$ cat config.mk
export PLATFORM = sky130hd
export DESIGN_NAME = seg7_display
export DESIGN_NICKNAME = d
export VERILOG_FILES = /design/src/rtl/seg7_display.sv
export SDC_FILE = /design/constraint.sdc
export NUM_CORES = 1
export LEC_CHECK = 0
export ABC_AREA = 1
export CORE_MARGIN = 4
export CORE_UTILIZATION = 50
export CTS_CLUSTER_SIZE = 30
export DETAILED_ROUTE_END_ITERATION = 16
export PLACE_DENSITY_LB_ADDON = 0.25
export SETUP_SLACK_MARGIN = 0.02
export SYNTH_ARGS = -nofsm -noshare
export SYNTH_HDL_FRONTEND = slang
export SYNTH_SLANG_ARGS = --single-unit
$ cat constraint.sdc
create_clock -name i_clk -period 2.6 [get_ports i_clk]
set_input_delay 0.39 -clock i_clk [delete_from_list [all_inputs] [get_ports i_clk]]
set_output_delay 0.39 -clock i_clk [all_outputs]
set_load 0.005 [all_outputs]
$ cat src/rtl/seg7_display.sv
// seg7_display
// Multi-digit seven-segment display driver. A value captured on i_load is
// converted to hexadecimal nibbles (one cycle) or to BCD by shift-add-3
// (one bit per cycle, MSB first). The result is then encoded into active-low
// segment patterns with sign, leading-zero blanking and overflow handling.
//
// Ports
//   i_clk        clock, rising edge
//   i_rst        synchronous active-high reset
//   i_load       start a conversion (only honoured while idle)
//   i_value      value to display, captured on an accepted load
//   i_is_signed  treat i_value as two's complement
//   i_dec_mode   1 = decimal, 0 = hexadecimal
//   i_blank_lz   1 = blank leading zeros
//   o_busy       conversion in progress
//   o_done       one-cycle pulse when o_hex_out/o_overflow are updated
//   o_overflow   last result did not fit on the display
//   o_hex_out    digit i at [7i+6:7i], digit 0 rightmost, segment j on bit j
//
// state    | meaning
// S_IDLE   | waiting for i_load
// S_CONV   | hex: single pass-through cycle; decimal: WIDTH dabble steps
// S_UPDATE | encode digits, write outputs, pulse o_done
module seg7_display #(
  parameter int DIGITS = 4,
  parameter int WIDTH  = 16
) (
  input  logic                  i_clk,
  input  logic                  i_rst,
  input  logic                  i_load,
  input  logic [WIDTH-1:0]      i_value,
  input  logic                  i_is_signed,
  input  logic                  i_dec_mode,
  input  logic                  i_blank_lz,
  output logic                  o_busy,
  output logic                  o_done,
  output logic                  o_overflow,
  output logic [7*DIGITS-1:0]   o_hex_out
);

  // ceil(WIDTH * log10(2)); the product is never an exact integer
  localparam int BCD_DIGITS = (WIDTH * 30103 + 99999) / 100000;
  // digit store must hold both the BCD result and the zero-extended nibbles
  localparam int ND = (BCD_DIGITS > DIGITS) ? BCD_DIGITS : DIGITS;
  localparam int BW = 4 * ND;
  localparam int CW = (WIDTH > 2) ? $clog2(WIDTH) : 1;

  localparam logic [6:0] SEG_BLANK = 7'b1111111;
  localparam logic [6:0] SEG_MINUS = 7'b0111111;
  localparam logic [6:0] SEG_E     = 7'b0000110;

  typedef enum logic [1:0] {
    S_IDLE,
    S_CONV,
    S_UPDATE
  } state_t;

  state_t               r_state;
  state_t               w_state_nxt;
  logic [CW-1:0]        r_cnt;
  logic [WIDTH-1:0]     r_shift;
  logic [BW-1:0]        r_bcd;
  logic                 r_neg;
  logic                 r_dec;
  logic                 r_blank;
  logic                 r_busy;
  logic                 r_done;
  logic                 r_ovf;
  logic [7*DIGITS-1:0]  r_hex;

  logic                 w_is_neg;
  logic [WIDTH-1:0]     w_mag;
  logic [BW-1:0]        w_dab;
  int                   w_sig;
  logic                 w_ovf;
  logic [7*DIGITS-1:0]  w_hex;

  function automatic logic [6:0] glyph(input logic [3:0] d);
    logic [6:0] s;
    case (d)
      4'h0: s = 7'b1000000;
      4'h1: s = 7'b1111001;
      4'h2: s = 7'b0100100;
      4'h3: s = 7'b0110000;
      4'h4: s = 7'b0011001;
      4'h5: s = 7'b0010010;
      4'h6: s = 7'b0000010;
      4'h7: s = 7'b1111000;
      4'h8: s = 7'b0000000;
      4'h9: s = 7'b0010000;
      4'hA: s = 7'b0001000;
      4'hB: s = 7'b0000011;
      4'hC: s = 7'b1000110;
      4'hD: s = 7'b0100001;
      4'hE: s = 7'b0000110;
      default: s = 7'b0001110;
    endcase
    return s;
  endfunction

  // most negative input negates to itself, which read unsigned is 2^(WIDTH-1)
  assign w_is_neg = i_is_signed & i_value[WIDTH-1];
  assign w_mag    = w_is_neg ? ((~i_value) + WIDTH'(1)) : i_value;

  always_comb begin
    w_dab = r_bcd;
    for (int i = 0; i < ND; i++) begin
      if (r_bcd[4*i +: 4] >= 4'd5) w_dab[4*i +: 4] = r_bcd[4*i +: 4] + 4'd3;
    end
  end

  always_ff @(posedge i_clk) begin
    if (i_rst) r_state <= S_IDLE;
    else       r_state <= w_state_nxt;
  end

  always_comb begin
    w_state_nxt = r_state;
    case (r_state)
      S_IDLE:   if (i_load) w_state_nxt = S_CONV;
      S_CONV:   if (!r_dec || (r_cnt == '0)) w_state_nxt = S_UPDATE;
      S_UPDATE: w_state_nxt = S_IDLE;
      default:  w_state_nxt = S_IDLE;
    endcase
  end

  // Digits above the display width are folded into w_sig, so a single
  // compare catches both "too many digits" and "no room for the minus".
  always_comb begin
    w_sig = 1;
    for (int i = 0; i < ND; i++) begin
      if (r_bcd[4*i +: 4] != 4'd0) w_sig = i + 1;
    end
    w_ovf = (w_sig + int'(r_neg)) > DIGITS;
    w_hex = '1;
    for (int i = 0; i < DIGITS; i++) begin
      if (w_ovf)
        w_hex[7*i +: 7] = SEG_E;
      else if (i < w_sig)
        w_hex[7*i +: 7] = glyph(r_bcd[4*i +: 4]);
      else if (r_neg && ((r_blank && (i == w_sig)) || (!r_blank && (i == DIGITS-1))))
        w_hex[7*i +: 7] = SEG_MINUS;
      else if (r_blank)
        w_hex[7*i +: 7] = SEG_BLANK;
      else
        w_hex[7*i +: 7] = glyph(4'd0);
    end
  end

  always_ff @(posedge i_clk) begin
    if (i_rst) begin
      r_cnt   <= '0;
      r_shift <= '0;
      r_bcd   <= '0;
      r_neg   <= 1'b0;
      r_dec   <= 1'b0;
      r_blank <= 1'b0;
      r_busy  <= 1'b0;
      r_done  <= 1'b0;
      r_ovf   <= 1'b0;
      r_hex   <= '1;
    end else begin
      r_done <= 1'b0;
      case (r_state)
        S_IDLE: begin
          if (i_load) begin
            r_neg   <= w_is_neg;
            r_dec   <= i_dec_mode;
            r_blank <= i_blank_lz;
            r_busy  <= 1'b1;
            r_cnt   <= CW'(WIDTH-1);
            if (i_dec_mode) begin
              r_shift <= w_mag;
              r_bcd   <= '0;
            end else begin
              r_shift <= '0;
              r_bcd   <= BW'(w_mag);
            end
          end
        end
        S_CONV: begin
          if (r_dec) begin
            r_bcd   <= {w_dab[BW-2:0], r_shift[WIDTH-1]};
            r_shift <= {r_shift[WIDTH-2:0], 1'b0};
            r_cnt   <= r_cnt - 1'b1;
          end
        end
        S_UPDATE: begin
          r_hex  <= w_hex;
          r_ovf  <= w_ovf;
          r_done <= 1'b1;
          r_busy <= 1'b0;
        end
        default: ;
      endcase
    end
  end

  assign o_busy     = r_busy;
  assign o_done     = r_done;
  assign o_overflow = r_ovf;
  assign o_hex_out  = r_hex;

endmodule

### Yosys cells after proc, flatten, opt, wreduce, memory -nomap -nowiden

Memories as Yosys holds them, arrays and structs flattened. A register that Yosys moved wholly into a read port is not among the register bits.
Cells that the tools add are included.

| cells by class | value |
|---|---|
| add/sub/neg operators | 8 |
| $lt $le $gt $ge | 10 |
| equal/unequal tests | 8 |
| multiplexer cells | 48 |
| bitwise logic cells | 2 |
| reduce and logical (&&, ||, !) cells | 25 |

Operators by type and width:

| operator | number |
|---|---|
| $mux 32 | 3 |
| $mux 7 | 12 |
| $mux 16 | 5 |
| $eq 3x32->1 const A | 2 |
| $lt 3x32->1 const A | 2 |
| $mux 4 | 14 |
| $mux 20 | 2 |
| $pmux 20 s2 | 1 |
| $add 32x2->32 | 1 |
| $eq 2x32->1 const A | 1 |
| $gt 32x4->1 const B | 1 |
| $logic_not 32->1 | 1 |
| $lt 1x32->1 const A | 1 |
| $lt 2x32->1 const A | 1 |
| $pmux 16 s2 | 1 |
| $ge 4x3->1 const B | 5 |
| $add 16x1->16 const B | 1 |
| $add 4x2->4 const B | 4 |
| $not 16->16 | 1 |
| $reduce_bool 4->1 | 4 |
| $logic_and 1x1->1 | 8 |
| $pmux 4 s2 | 1 |
| $mux 2 | 3 |
| $mux 6 | 1 |
| 17 further kinds | 25 |

| word-level totals | value |
|---|---|
| register bits | 76 |
| memory bits (read-only) | 448 |
| input port bits | 22 |
| output and inout bits | 31 |
| memories kept | 4 |

Memory list:

| memory | depth | bits a word | rd ports | clocked after Yosys merged registers in | write ports | line | RTL |
|---|---|---|---|---|---|---|---|
| (name not given) | 16 | 7 | 1 | 1 | 0 | 80 | `case (d)` |
| (name not given) | 16 | 7 | 1 | 1 | 0 | 80 |  |
| (name not given) | 16 | 7 | 1 | 1 | 0 | 80 |  |
| (name not given) | 16 | 7 | 1 | 1 | 0 | 80 |  |

### Depth between registers and ports, before layout

Gate-level depths: netlist (run 1).

| logic depth | value |
|---|---|
| depth in word-level cells | 12 |
| mapped depth | 19 |
| mapped depth without buffers | 19 |

### Worst setup path after synthesis (run 1)

OpenSTA, ideal clock, no wires.

| timing | value |
|---|---|
| path kind | reg2reg |
| start point | register r_bcd[8] |
| end point | register r_hex[21] (netlist: o_hex_out[21]) |
| library setup time | 120 ps |
| data arrival time | 2196 ps |
| path slack | 285 ps |
| stages on the path, launching flop included | 17 |
| buffers on the path | 1 |
| period minus slack after synthesis | 2315 ps |
| path through | dfxtp_1 inv_1 ha_1 nand2_1 nor2_1 inv_1 nor2_1 o21bai_1 ha_1 ha_1 nor2_1 nor2_1 o21ai_2 nand2_4 buf_6 a21oi_1 a211o_1 |

| between the ends | value |
|---|---|
| longest elaborated chain between the ends | 11 |
| elaborated cells on any way between the ends | 14 |
| those cells by class | 1 x add/sub; 2 x order compare; 1 x eq/ne; 6 x mux; 4 x reduce/logical |

RTL lines:

| element | line | RTL |
|---|---|---|
| from (decl) | 62 | `logic [BW-1:0] r_bcd;` |
| from (signal assigned) | 177 | `r_bcd <= BW'(w_mag);` |
| from (signal assigned) | 183 | `r_bcd <= {w_dab[BW-2:0], r_shift[WIDTH-1]};` |
| $reduce_bool 4->1 (*) | 132 | `if (r_bcd[4*i +: 4] != 4'd0) w_sig = i + 1;` |
| $mux 32 (*) (3 in a row) | 132 |  |
| parallel branches: the longest is 6 deep, another holds $add 32x2->32 | -- |  |
| $mux 7 (*) | 137 | `if (w_ovf)` |
| to (signal assigned) | 189 | `r_hex <= w_hex;` |
| to (decl) | 69 | `logic [7*DIGITS-1:0] r_hex;` |

Every way passes the cells marked *.
A chain may end at the register's enable or synchronous reset.

### Worst setup path in the final report (run 1)

Same ends and word-level chain as after synthesis.

==> results of run 1 <==
metal layers:
| metal | up-vias | GRT usage (%) | share of wire [%] |
|---|---|---|---|
| met5 | - | 0 | 0 |
| met4 | 0 | 6.35 | 1.4 |
| met3 | 18 | 4.52 | 5.1 |
| met2 | 140 | 35.4 | 46 |
| met1 | 2557 | 28.9 | 48 |
| li1 | 2981 | - | - |
cell usage after synthesis, types with 2 or more instances:
cell type and number:
inv_2 10, a211o_1 12, a21oi_2 3, buf_4 3
nor2_1 60, nand2_1 250, o21ai_2 5, nor3_1 11
dfxtp_1 104, o22ai_1 10, a31oi_1 7, ha_1 39
nand2_4 7, nand2_2 9, nand3_2 2, a221oi_1 5
buf_2 9, o21ai_0 50, nor2_4 3, a21oi_1 48
nand4_1 5, buf_6 2, o21a_1 3, clkbuf_1 11
o21ai_1 4, nand3_1 70, a41oi_1 4, xor2_1 7
nand3b_1 2, inv_1 99, nor2_2 2
power breakdown:
| part | leakage, nW | switching (mW) | internal (mW) |
|---|---|---|---|
| Sequential | 0.851 | 0.0611 | 1.71 |
| Combinational | 2.47 | 0.544 | 0.363 |
| Clock | 0.118 | 0.594 | 0.648 |
final timing paths:
kind                              start                          to  slack [ns]  cells past startpoint
setup / recovery  r_bcd[8]$_SDFFE_PP0N_  o_hex_out[21]$_SDFFE_PP1P_        0.27                     15
hold / removal                flip-flop   o_hex_out[0]$_SDFFE_PP1P_        0.42                      2
setup reg to reg  r_bcd[8]$_SDFFE_PP0N_  o_hex_out[21]$_SDFFE_PP1P_        0.27                     15
hold reg to reg               flip-flop   o_hex_out[0]$_SDFFE_PP1P_        0.42                      2
worst max-delay path, delay by kind of cell, from the launching register on:
family / cells / cell delay (ns)
and+or+nand+nor: 6 / 0.65
adders and majority gates: 3 / 0.59
AOI/OAI and AO/OA: 4 / 0.47
DFF: 1 / 0.33
buffers and inverters: 2 / 0.17
through the flow:
| stage | area, sq um | setup TNS, ns | setup WS [ns] | hold WS [ns] | cells |
|---|---|---|---|---|---|
| CTS | 7180 | 0 | 0.0574 | 0.421 | 1098 |
| global placement | 6910 | -0.340 | -0.0951 | 0.400 | 1083 |
| global route | 7220 | 0 | 0.000519 | 0.429 | 1099 |
| finish | 7220 | 0 | 0.269 | 0.421 | 1099 |
| detailed placement | 6910 | -0.564 | -0.136 | 0.405 | 1083 |
| floorplan | 5960 | 0 | 0.285 | 0.396 | 865 |
final cells by class:
cell class,count,area share (%)
repair buffers,101,12.6
clock inverters,4,0.433
multi-input cells,625,46.6
clock buffers,11,3.22
flip-flops and latches,104,28.9
well taps,143,2.48
inverters,111,5.87
cells by family after synthesis:
kind of cell    after synthesis  synth area share (%)
compound gates              155                  15.5
buf+inv                     137                  9.38
xor+xnor                      7                  1.03
simple gates                423                  30.9
flops                       104                  34.9
fa+ha+maj                    39                  8.19
layout by cell type (no fill, tap or decap), types with 5 or more instances in the layout:
cell type | synthesis | routed
nand2_1 | 250 | 250
dfxtp_1 | 104 | 103
inv_1 | 99 | 97
nand3_1 | 70 | 70
nor2_1 | 60 | 56
clkdlybuf4s50_1 | 0 | 51
o21ai_0 | 50 | 49
a21oi_1 | 48 | 48
buf_4 | 3 | 47
ha_1 | 39 | 38
inv_2 | 10 | 12
a211o_1 | 12 | 12
nor3_1 | 11 | 11
o22ai_1 | 10 | 10
nand2_2 | 9 | 9
clkbuf_16 | 0 | 9
nand2_4 | 7 | 8
xor2_1 | 7 | 7
a31oi_1 | 7 | 7
nor2_4 | 3 | 5
o21ai_1 | 4 | 5
nand4_1 | 5 | 5
o21ai_2 | 5 | 5
a221oi_1 | 5 | 5
repair_timing:
item / in CTS / in global routing
setup buffers: 0 / 0
hold buffers: 0 / 0
setup endpoints to repair: 0 / 32
resized for setup: 0 / 13
==> results.yml, run 1 <==
synthesis:
  synthesis.instances: 865
  synthArstFlopShare_pct: 0
  yosysTopAreaCell: "dfxtp_1"
  ys_warn_count: 0
  netlist_area_sq_mm: 0.00596
  syn-num-nets: 926
  synthTopCellsByArea: "dfxtp_1 35%, nand2_1 16%, ha_1 8.2%"
  synth-seq-area-share_pct: 34.9
  synth-seq-cells: 104
  avgSynthCellArea_sq_um: 6.89
  synth_cell_types: 40
  yosysTopAreaCellShare_pct: 34.9
  synth-edff-count: 0
  synth_ff_type: "dfxtp_1"
cts:
  clk_pin_slew_ns: 0.07
  clockBufferDepth: 2
  cts_max_level: 3
  cts_tree: "yes"
  cts_num_sinks: 104
  root_buffer: "clkbuf_16"
  clock_latency_ns: 0.36
  numCtsBuffers: 9
sta:
  setup_viol_count_final: 0
  rsz0062_at_grt: "no"
  slew_violations: 0
  hold_viol: 0
  finalCriticalPeriod_ns: 2.33
  fin_skew_ns: 0.00857
  tightest_slew_ns: 0.710
  fmax_mhz: 429
  slew_headroom_pct: 52.6
  finalCritPeriodShare_pct: 89.7
cells_and_area:
  antenna_cells: 0
  fillers: 1056
  seq_area_sq_mm: 0.00208
  multiInputGateArea_sq_mm: 0.00336
  final_nets: 1013
  area_growth_pct: 21.2
  fin_util_pct: 62.4
  drive_above_1_share_pct: 12.2
setup_path:
  max_stage_delay_ns: 0.33
  start_kind: "flip-flop"
  crit_slowest_cell: "dfxtp_1"
  arrival_ns: 2.58
  cp.required_ns: 2.85
  critPathKind: "reg -> reg"
  path_cells: "inv_2 > ha_4 > nand2_1 > nor2_4 > inv_1 > nor2_2 > o21bai_1 > ha_1 > ha_1 > nor2_1 > nor2_1 > o21ai_2 > nand2_4 > a21oi_1 > a211o_1"
  end_kind: "flip-flop"
  crit_fanout: 7
floorplanning:
  fp.coreArea_sq_mm: 0.0116
  num_rows: 39
  io_pins: 53
  die_area_sq_mm: 0.0137
  die_w_microns: 117
  die_h_microns: 117
  initial_core_util_pct: 51.5
detailed_routing:
  viasPerCell: 5.18
  drt.antenna.violating_nets: 0
  wl_per_cell_microns: 13.0
  drt-initial-drc-count: 517
  vias: 5696
  route.detailed.drc: 0
  first_pass_iters: 5
  routed_wl_microns: 14300
power:
  totalPowerFinal_mw: 3.92
  powerDensity_mw_per_mm2: 542
  max-vdd-ir-drop_uv: 413
  leakage_nw: 3.44
global_routing:
  grt_start_max_net_pins: 36
  grt_pass1_wl_microns: 23700
  gr-total-overflow: 0
  grt_pass1_vias: 5077
  gr-usage-all-layers_pct: 21.7
  antenna_found_initial: 0
status:
  status: "finished, final reports clean"
placement:
  gp_congestion: 0.884
  portBuffers: 52
  hpwl_microns: 10900
run:
  cap_violations: 0
min_path:
  hold_class: "reg -> reg"
Power figures use the tool's default switching activity.
==> inputs of run 2 (changes only) <==
--- a/config.mk
+++ b/config.mk
@@ -12,6 +12,7 @@
 export DETAILED_ROUTE_END_ITERATION = 16
 export PLACE_DENSITY_LB_ADDON = 0.25
 export SETUP_SLACK_MARGIN = 0.02
+export SKIP_LAST_GASP = 1
 export SYNTH_ARGS = -nofsm -noshare
 export SYNTH_HDL_FRONTEND = slang
 export SYNTH_SLANG_ARGS = --single-unit
==> results of run 2 <==
No change in the layout: final DEF, timing and power equal those of run 1.
